[config.mk]
export PLATFORM = sky130hd
export DESIGN_NAME = circuit_sweep_ctrl
export DESIGN_NICKNAME = d
export VERILOG_FILES = /design/src/rtl/circuit_sweep_pkg.sv /design/src/rtl/sweep_misr.sv /design/src/rtl/circuit_sweep_ctrl.sv
export SDC_FILE = /design/constraint.sdc
export NUM_CORES = 1
export LEC_CHECK = 0
export ABC_AREA = 0
export CORE_UTILIZATION = 57
export CTS_CLUSTER_SIZE = 16
export DETAILED_ROUTE_END_ITERATION = 12
export MAX_ROUTING_LAYER = met4
export PLACE_DENSITY = 0.77
export SLEW_MARGIN = 5
export SYNTH_ARGS = -nofsm -noshare
export SYNTH_HDL_FRONTEND = slang
export SYNTH_SLANG_ARGS = --single-unit
[constraint.sdc]
create_clock -name clk -period 3 [get_ports clk]
set_clock_uncertainty 0.2 [all_clocks]
set_input_delay 0.6 -clock clk [delete_from_list [all_inputs] [get_ports clk]]
set_output_delay 0.6 -clock clk [all_outputs]
set_load 0.005 [all_outputs]
[src/rtl/circuit_sweep_pkg.sv]
// Shared types and sizing helpers for the exhaustive circuit sweep sequencer.
// Used by the sweep controller and its signature register.
package circuit_sweep_pkg;

  typedef enum logic [2:0] {
    IDLE,
    DRIVE,
    WAIT,
    CAPTURE,
    FINISH
  } state_e;

  localparam logic [15:0] DEF_POLY = 16'h1021;
  localparam logic [15:0] DEF_SEED = 16'hFFFF;

  // One spare bit so the last-vector compare never aliases.
  function automatic int vec_cnt_w(input int n_in);
    return n_in + 1;
  endfunction

  function automatic int sel_w(input int n);
    return (n > 1) ? $clog2(n) : 1;
  endfunction

  function automatic int cnt_w(input int settle);
    return (settle > 0) ? $clog2(settle + 1) : 1;
  endfunction

endpackage

[src/rtl/sweep_misr.sv]
// Multiple-input signature register compacting one output word per step.
// Shifts left with polynomial feedback from the MSB, then folds in din.
module sweep_misr
  import circuit_sweep_pkg::*;
#(
  parameter int WIDTH = 16,
  parameter logic [WIDTH-1:0] POLY = WIDTH'(DEF_POLY),
  parameter logic [WIDTH-1:0] SEED = WIDTH'(DEF_SEED)
) (
  input  logic             clk,
  input  logic             rst,
  input  logic             init,
  input  logic             en,
  input  logic [WIDTH-1:0] din,
  output logic [WIDTH-1:0] sig
);

  logic [WIDTH-1:0] sig_q;
  logic [WIDTH-1:0] sig_d;

  always_comb begin
    sig_d = sig_q;
    if (init) begin
      sig_d = SEED;
    end else if (en) begin
      sig_d = (sig_q << 1)
            ^ (sig_q[WIDTH-1] ? POLY : '0)
            ^ din;
    end
  end

  always_ff @(posedge clk) begin
    if (rst) begin
      sig_q <= SEED;
    end else begin
      sig_q <= sig_d;
    end
  end

  assign sig = sig_q;

endmodule

[src/rtl/circuit_sweep_ctrl.sv]
// Drives every input vector into a combinational circuit, records its truth
// table and compacts the outputs into a MISR signature.
module circuit_sweep_ctrl
  import circuit_sweep_pkg::*;
#(
  parameter int N_IN = 3,
  parameter int N_OUT = 16,
  parameter int SETTLE = 1,
  parameter logic [N_OUT-1:0] POLY = N_OUT'(DEF_POLY),
  parameter logic [N_OUT-1:0] SEED = N_OUT'(DEF_SEED)
) (
  input  logic                        clk,
  input  logic                        rst,
  input  logic                        start,
  input  logic                        abort,
  output logic [N_IN-1:0]             x,
  input  logic [N_OUT-1:0]            f,
  output logic                        busy,
  output logic                        done,
  output logic                        sig_valid,
  output logic [N_OUT-1:0]            signature,
  input  logic [sel_w(N_OUT)-1:0]     tt_sel,
  output logic [(1<<N_IN)-1:0]        tt_row
);

  localparam int V  = 1 << N_IN;
  localparam int VW = vec_cnt_w(N_IN);
  localparam int CW = cnt_w(SETTLE);
  localparam int SW = sel_w(N_OUT);

  state_e                     state_q, state_d;
  logic [VW-1:0]              vec_q, vec_d;
  logic [CW-1:0]              cnt_q, cnt_d;
  logic [N_IN-1:0]            x_q, x_d;
  logic                       done_q, done_d;
  logic                       valid_q, valid_d;
  logic [N_OUT-1:0][V-1:0]    tt_q, tt_d;
  logic                       misr_init;
  logic                       misr_en;
  logic [(1<<SW)-1:0][V-1:0]  tt_pad;

  always_comb begin
    state_d   = state_q;
    vec_d     = vec_q;
    cnt_d     = cnt_q;
    x_d       = x_q;
    done_d    = 1'b0;
    valid_d   = valid_q;
    tt_d      = tt_q;
    misr_init = 1'b0;
    misr_en   = 1'b0;
    unique case (state_q)
      IDLE: begin
        if (start && !abort) begin
          state_d   = DRIVE;
          x_d       = '0;
          vec_d     = '0;
          valid_d   = 1'b0;
          tt_d      = '0;
          misr_init = 1'b1;
        end
      end
      DRIVE: begin
        if (abort) begin
          state_d = IDLE;
          x_d     = '0;
        end else begin
          cnt_d   = CW'(SETTLE);
          state_d = (SETTLE == 0) ? CAPTURE : WAIT;
        end
      end
      WAIT: begin
        if (abort) begin
          state_d = IDLE;
          x_d     = '0;
        end else if (cnt_q == CW'(1)) begin
          state_d = CAPTURE;
        end else begin
          cnt_d = cnt_q - CW'(1);
        end
      end
      CAPTURE: begin
        if (abort) begin
          state_d = IDLE;
          x_d     = '0;
        end else begin
          for (int j = 0; j < N_OUT; j++) begin
            tt_d[j][vec_q[N_IN-1:0]] = f[j];
          end
          misr_en = 1'b1;
          if (vec_q == VW'(V - 1)) begin
            state_d = FINISH;
          end else begin
            vec_d   = vec_q + VW'(1);
            x_d     = vec_d[N_IN-1:0];
            state_d = DRIVE;
          end
        end
      end
      FINISH: begin
        // Abort is deliberately not sampled here: the sweep is complete.
        state_d = IDLE;
        done_d  = 1'b1;
        valid_d = 1'b1;
        x_d     = '0;
      end
      default: begin
        state_d = IDLE;
      end
    endcase
  end

  always_ff @(posedge clk) begin
    if (rst) begin
      state_q <= IDLE;
      vec_q   <= '0;
      cnt_q   <= '0;
      x_q     <= '0;
      done_q  <= 1'b0;
      valid_q <= 1'b0;
      tt_q    <= '0;
    end else begin
      state_q <= state_d;
      vec_q   <= vec_d;
      cnt_q   <= cnt_d;
      x_q     <= x_d;
      done_q  <= done_d;
      valid_q <= valid_d;
      tt_q    <= tt_d;
    end
  end

  sweep_misr #(
    .WIDTH (N_OUT),
    .POLY  (POLY),
    .SEED  (SEED)
  ) u_misr (
    .clk   (clk),
    .rst   (rst),
    .init  (misr_init),
    .en    (misr_en),
    .din   (f),
    .sig   (signature)
  );

  // Rows beyond N_OUT read back as zero.
  always_comb begin
    tt_pad            = '0;
    tt_pad[N_OUT-1:0] = tt_q;
  end

  assign tt_row    = tt_pad[tt_sel];
  assign x         = x_q;
  assign busy      = (state_q != IDLE);
  assign done      = done_q;
  assign sig_valid = valid_q;

endmodule
==> results of run 1 <==
## repair_timing
action / 4_1_cts / 5_1_grt
resized for setup: 9 / 16
setup endpoints to repair: 8 / 8
pin swaps: 1 / 1
buffers inserted: 2 / 2
gates cloned: 0 / 3
## cell type report
class                      count  area, sq um  share of cell area [%]
timing repair buffer          87          880                    11.2
multi-input combinational    342         3010                    38.5
clock inverter                14          183                    2.33
inverter                       4         15.0                   0.192
clock buffer                  18          428                    5.46
sequential                   157         3140                    40.1
tap                          140          175                    2.23
## stage by stage
stage               worst slack, ps  cells  power (mW)  TNS [ps]  utilization [%]
floorplan                       257    544        2.29         0                -
finish                         28.2    762        4.59         0             72.6
global route                  -11.4    762        4.71     -11.4             72.6
detailed placement            -31.1    723        2.38      -126             65.1
global placement              -12.4    723        2.38     -26.5             65.1
CTS                            6.54    757        4.58         0             71.2
## registers in the layout, indices dropped and copies added (netlist names)
signal,cells
x,3
cnt_q,1
sig_valid,1
state_q,3
u_misr.sig,16
done,1
vec_q,4
tt_pad,128
## power breakdown
group | switching, mW | leakage, nW | internal, mW | total (mW)
logic | 0.156 | 1.32 | 0.117 | 0.273
registers | 0.00712 | 1.27 | 2.09 | 2.10
clock network | 0.912 | 0.295 | 1.31 | 2.22
## path summary, 6_finish.rpt
path	start	endpoint	slack (ps)	depth (start not counted)
worst max-delay path	tt_sel[1]	tt_row[4]	30	6
worst min-delay path	tt_pad[113]	tt_pad[113]	260	1
worst max register to register	state_q[1]	tt_pad[11]	490	4
worst min register to register	tt_pad[113]	tt_pad[113]	260	1
## synthesized netlist by cell type (2+ instances only)
cell type | n | area share (%)
dfxtp_1 | 157 | 50
o2bb2ai_1 | 118 | 16
nand2_1 | 51 | 3.0
mux4_2 | 32 | 11
clkbuf_1 | 20 | 1.2
a22oi_1 | 16 | 1.9
o211ai_1 | 16 | 1.9
xnor2_1 | 16 | 2.2
a21oi_1 | 15 | 1.2
a2bb2o_1 | 11 | 1.7
buf_2 | 11 | 0.87
nor2_1 | 10 | 0.60
buf_4 | 8 | 0.95
o21ai_0 | 7 | 0.56
nor2b_1 | 6 | 0.60
nand3_1 | 5 | 0.40
inv_1 | 4 | 0.24
nand4_1 | 4 | 0.40
or2_2 | 4 | 0.40
xor2_1 | 4 | 0.56
a22o_1 | 3 | 0.42
nand2b_1 | 3 | 0.30
a31oi_1 | 2 | 0.20
nand3b_1 | 2 | 0.24
or3_1 | 2 | 0.20
## layer usage
metal  vias to the layer above  share of wire, %  track usage [%]
li1                       2247                 -                -
met1                      2470                43             40.9
met2                       211                47             46.7
met3                        45               7.3             8.39
met4                         0               2.8             12.8
met5                         -                 0                -
## kinds of logic (layout without fill, tap and decap cells)
kind of cell | after synthesis | in the layout | share of synthesized area (%)
AO/OA/AOI/OAI | 194 | 194 | 25.2
flip-flops | 157 | 157 | 49.8
AND/OR/NAND/NOR | 95 | 95 | 7.12
buffers and inverters | 45 | 123 | 3.39
multiplexers | 32 | 32 | 11.4
XOR/XNOR | 20 | 20 | 2.78
adder cells (fa/ha/maj) | 1 | 1 | 0.198
## critical path, cell delays in order
cell and delay (ps):
buf_4 140, buf_12 150, mux4_2 510, a22oi_2 220
nand2_1 90, clkdlybuf4s50_1 450
==> impl_metrics.toml, run 1 <==
[synthesis]
seq_area_frac_synth_pct = 49.8
netlist_area_sq_um = 6310
syn_inst = 544
ys_types = 42
synth_top_flop_cell = "dfxtp_1"
synth_edf_count = 0
ys_async_sr_fraction_pct = 0
yosysWarnings = 0
ys_ff_latch = 157
syn_area_per_cell_sq_um = 11.6
synthesis.nets = 569

[detailed_routing]
drt-initial-drc-count = 430
drt_wl_total_um = 17500
drc_errors = 0
vias = 4973
wl_per_cell_um = 23.0
viasPerCell = 6.53
postRouteAntennaNets = 0
first_pass_iters = 5

[floorplan]
rows = 38
core_sq_um = 10800
die-area_sq_um = 11500
die_y_um = 107
initial_utilization_pct = 58.4
ios = 54
die_x_um = 107

[place]
dp_hpwl_um = 10900
placed_cell_area_sq_um = 7030
portBuffers = 53
gp_congestion = 0.836

[timing]
rsz0062_at_grt = "true"
slew_viol_final = 0
tightest_slew_ps = 1350
period_share_pct = 99.1
final-setup-viol-count = 0
finalHoldViolations = 0
hold_slack_ps = 257
fmax_mhz = 336
maxSlewHeadroom_pct = 9.99
min_period_ps = 2970

[hold_path]
min_path_type = "reg2reg"

[final_layout]
final_common_cell = "dfxtp_1"
fill_cells = 775
nets = 634
finish.instance_area_sq_um = 7840
layout_common_cells = "dfxtp_1, o2bb2ai_1, nand2_1"
antennaDiodeCount = 0
area_growth_pct = 24.3
drive_above_1_share_pct = 19.5

[global_route]
grt_pass1_vias = 4782
antenna_found_initial = 0
grt_overflow_total = 0
grt_usage_pct = 31.5
grt_max_degree = 33
grt_first_pass_wirelength_um = 26100

[clock_network]
cts.sinks = 157
cts-root-buf = "clkbuf_8"
cts_tree = "built"
path_clk_slew_ps = 60
hold_buffers = 0
worstSkewPairLatency_ps = 550
cts-buffers-inserted = 17
h-tree-depth = 4
clock_path_buffers = 2

[worst_setup_path]
crit_fanout = 8
start_kind = "input port"
endpoint_kind = "primary output"
cp.required_ps = 2200
criticalPathCategory = "in2out"
worstPathArrival_ps = 2170

[power]
p_leak_nw = 2.88
vdd_drop_max_mv = 0.446
powerDensity_nw_per_um2 = 586

[run_status]
status = "finished, final reports clean"

[run]
cap_violations = 0
No activity file was read; power rests on OpenSTA's default activity.
==> run 2, diff against run 1 <==
CORE_ASPECT_RATIO = 1.25   (was unset)
CORE_UTILIZATION = 40   (was 57)
PLACE_DENSITY = 0.57   (was 0.77)
SKIP_CTS_REPAIR_TIMING = 1   (was unset)
==> run 2 against run 1 <==
Net effect:
- combinational power about the same
- worst setup slack improved by 3.8 ps
- clock power decreased by 2%
- critical path depth unchanged
- clock-buffer cell count increased by 3
- global-route usage decreased by 8.8 points
- via count decreased by 4.2%
- first-iteration DRC count decreased by 20%
- critical path type unchanged
- critical endpoint is now tt_row[1]
- largest power group unchanged
==> impl_metrics.toml, run 2 (synthesis results as in run 1) <==
[run_status]
status = "finished, final reports clean"

[detailed_routing]
vias = 4766
first_pass_iters = 4
viasPerCell = 5.67
drt-initial-drc-count = 342
postRouteAntennaNets = 0
drc_errors = 0
wl_per_cell_um = 20.3
drt_wl_total_um = 17100

[timing]
period_share_pct = 98.9
min_period_ps = 2970
finalHoldViolations = 0
setup_tns_ps = 0
final-setup-viol-count = 0
slew_viol_final = 0
fmax_mhz = 337
maxSlewHeadroom_pct = 15.9
setup_slack_ps = 32.0
tightest_slew_ps = 1260

[power]
p_leak_nw = 2.89
p_comb_share_pct = 5.9
swShare_pct = 21.8
p_sw_mw = 0.989
powerDensity_nw_per_um2 = 571
clkPwrFrac_pct = 47.9
p_int_mw = 3.56
vdd_drop_max_mv = 0.358
p_seq_share_pct = 46.1

[clock_network]
clock_path_buffers = 2
cts.sinks = 157
h-tree-depth = 4
path_clk_slew_ps = 60
cts-buffers-inserted = 17
cts-root-buf = "clkbuf_16"
worstSkewPairLatency_ps = 420
cts_tree = "built"

[place]
dp_hpwl_um = 11500
dp.cells = 799
gp_congestion = 0.821
place_ws_ps = -154
portBuffers = 53

[floorplan]
initial_utilization_pct = 41.5
die_y_um = 142
rows = 50
die_x_um = 114
ios = 54
die-area_sq_um = 16300
core_sq_um = 15200

[worst_setup_path]
worstPathArrival_ps = 2170
endpoint_kind = "primary output"
rr_endpoint = "tt_pad[126]"
cp_slowest_cell = "mux4_2"
rr_startpoint = "state_q[0]"
regToRegSetupSlack_ps = 400
crit_fanout = 8
slowest_delay_ps = 500
cp.required_ps = 2200
rr_worst_depth = 4
criticalPathCategory = "in2out"
start_kind = "input port"
crit_chain = "buf_4, clkbuf_16, mux4_2, a22oi_1, nand2_1, clkdlybuf4s50_1"

[final_layout]
drive_above_1_share_pct = 20.1
largest_reg_flops = 128
fin_util_pct = 52.4
nets = 645
final_cell_count_no_fill = 841
antennaDiodeCount = 0
layout_common_cells = "dfxtp_1, o2bb2ai_1, nand2_1"
final_common_cell = "dfxtp_1"
area_growth_pct = 26.3

[global_route]
grt_max_degree = 33
antenna_found_initial = 0
grt_pass1_vias = 4688
grt_first_pass_wirelength_um = 26600
grt_usage_pct = 22.7
grt_overflow_total = 0

[hold_path]
min_path_type = "reg2reg"
min_path_cells = 1
worst_hold_startpoint = "sig_valid"
holdPathEnd = "sig_valid"

[run]
cap_violations = 0
## run 2: changes by cell type in the layout (fill, tap and decap cells not counted), sizes merged
cell / previous run / this run
buf: 33 / 45
clkbuf: 21 / 23
clkdlybuf4s50: 47 / 48
clkinv: 4 / 5
clkinvlp: 2 / 3
dlymetal6s2s: 4 / 3
inv: 9 / 4
## run 2: worst max path at each step
stage / from / to
2_1_floorplan: tt_sel[1] / tt_row[3]
3_3_place_gp: tt_sel[2] / tt_row[7]
3_5_place_dp: tt_sel[3] / tt_row[6]
4_1_cts: tt_sel[3] / tt_row[6]
5_1_grt: tt_sel[0] / tt_row[5]
6_report: tt_sel[1] / tt_row[1]
## run 2: power by group through the flow
stage          sequential (mW)  clock, mW  combinational, mW
6_report                  2.10       2.18              0.270
5_1_grt                   2.10       2.31              0.291
3_5_place_dp              2.14          0              0.251
2_1_floorplan             2.14          0              0.149
4_1_cts                   2.10       2.21              0.252
3_3_place_gp              2.14          0              0.249
## run 2: layout make-up
cell class,instances,area (sq um)
fillers,1341,7240
flip-flops and latches,157,3140
multi-input cells,342,2990
repair buffers,98,958
clock buffers,21,460
well taps,208,260
clock inverters,11,141
inverters,4,15.0
## run 2: through the flow
step | hold slack, ps | instance area [sq um] | power [mW]
after detailed placement | 242 | 7210 | 2.39
final | 253 | 7970 | 4.55
after CTS | 258 | 7820 | 4.56
after global routing | 268 | 7970 | 4.70
after floorplan | 227 | 6310 | 2.29
after global placement | 236 | 7210 | 2.39
## run 2: critical path: cells and delay by family
kind,cells,cell delay [ps]
buf+inv,3,800
simple gates,1,80
mux,1,500
compound gates,1,190
## run 2: metal layers
metal  vias to the layer above  wire [um]  GRT usage (%)
li1                       2273          -              -
met1                      2345       7710           28.7
met2                       129       8150           34.8
met3                        19        863           5.66
met4                         0        352           8.54
met5                         -          0              -
==> run 3, diff against run 2 <==
CORE_MARGIN = 3   (was unset)
==> run 3 against run 2 <==
Net effect:
- via count grew 0.27%
- critical path type unchanged
- sequential power barely moved
- clock-buffer cell count shrank 1
- largest power group unchanged
- routed wire length is 1.4% higher
- maximum frequency up 0.54%
- hold slack worse by 3.5 ps
- non-clock buffer count down 1
- clock power rose by 22%
- global-route usage decreased by 2.0 points
- combinational power rose by 4%
- register-to-register slack improved by 480 ps
- first-iteration DRC count fell by 3.8%
==> impl_metrics.toml, run 3 (synthesis results as in run 1) <==
[place]
dp_hpwl_um = 11500
dp.cells = 796
gp_congestion = 0.827
placed_cell_area_sq_um = 7180
place_ws_ps = -346
portBuffers = 53

[timing]
tightest_slew_ps = 663
min_period_ps = 2950
finalHoldViolations = 0
period_share_pct = 98.4
setup_slack_ps = 48.1
fmax_mhz = 339
slew_viol_final = 0
maxSlewHeadroom_pct = 55.7
final-setup-viol-count = 0
setup_tns_ps = 0

[global_route]
grt_first_pass_wirelength_um = 27300
grt_pass1_vias = 4760
grt_overflow_total = 0
grt_max_degree = 33
antenna_found_initial = 0
grt_usage_pct = 20.6

[detailed_routing]
postRouteAntennaNets = 0
first_pass_iters = 4
wl_per_cell_um = 20.6
vias = 4779
drt-initial-drc-count = 329
drt_wl_total_um = 17300
drc_errors = 0
viasPerCell = 5.69

[final_layout]
largest_reg_flops = 128
regArea_sq_um = 3140
layout_common_cells = "dfxtp_1, o2bb2ai_1, nand2_1"
finish.instance_area_sq_um = 8120
final_cell_count_no_fill = 840
drive_above_1_share_pct = 19.5
fill_cells = 1315
fin_util_pct = 53.4
multi_input_area_sq_um = 2980
antennaDiodeCount = 0
nets = 644
area_growth_pct = 28.7
final_common_cell = "dfxtp_1"

[clock_network]
cts-buffers-inserted = 17
cts-root-buf = "clkbuf_16"
path_clk_slew_ps = 60
h-tree-depth = 4
worstSkewPairLatency_ps = 420
clock_path_buffers = 2
cts.sinks = 157
cts_tree = "built"

[floorplan]
die_y_um = 146
die-area_sq_um = 17300
initial_utilization_pct = 41.5
die_x_um = 118
ios = 54
rows = 50
core_sq_um = 15200

[hold_path]
min_path_type = "reg2reg"
worst_hold_startpoint = "sig_valid"

[worst_setup_path]
setup.worst_path.start = "tt_sel[0]"
cp.required_ps = 2200
worstPathArrival_ps = 2150
crit_fanout = 8
start_kind = "input port"
rr_startpoint = "state_q[1]"
endpoint_kind = "primary output"
criticalPathCategory = "in2out"

[power]
p_leak_nw = 3.00
powerDensity_nw_per_um2 = 622
vdd_drop_max_mv = 0.356

[run]
cap_violations = 0

[run_status]
status = "finished, final reports clean"
run 3: layout make-up:
class / count / area share (%)
Clock buffer: 20 / 5.50
Multi-Input combinational cell: 342 / 36.7
Timing Repair Buffer: 97 / 12.1
Tap cell: 208 / 3.21
Sequential cell: 157 / 38.7
Clock inverter: 12 / 3.55
Inverter: 4 / 0.185
run 3: report_power, final:
group	internal, mW	leakage [nW]	switching, mW
Sequential	2.09	1.27	0.00674
Combinational	0.127	1.38	0.154
Clock	1.83	0.354	0.835
Total	4.05	3.00	0.996
run 3: worst max-delay path, cell delays in order:
cell	delay, ps
buf_4	150
buf_12	160
mux4_2	540
a22oi_1	160
nand2_1	70
clkdlybuf4s50_1	450
run 3: final timing paths:
check | endpoint | slack, ps | depth (start not counted)
worst max register to register | tt_pad[31] | 880 | 4
worst max-delay path | tt_row[4] | 50 | 6
worst min register to register | sig_valid | 250 | 1
worst min-delay path | sig_valid | 250 | 1
run 3: metal layers:
layer	GRT usage (%)	up-vias	share of wire, %
li1	-	2262	-
met1	26.5	2366	43
met2	32.6	118	49
met3	3.33	33	4.9
met4	8.45	0	2.5
met5	-	-	0
run 3: metrics by stage:
step	power, mW	hold slack [ps]
after floorplan	2.29	227
after global placement	2.39	236
after detailed placement	2.40	241
after CTS	5.05	256
after global routing	5.20	268
final	5.05	250
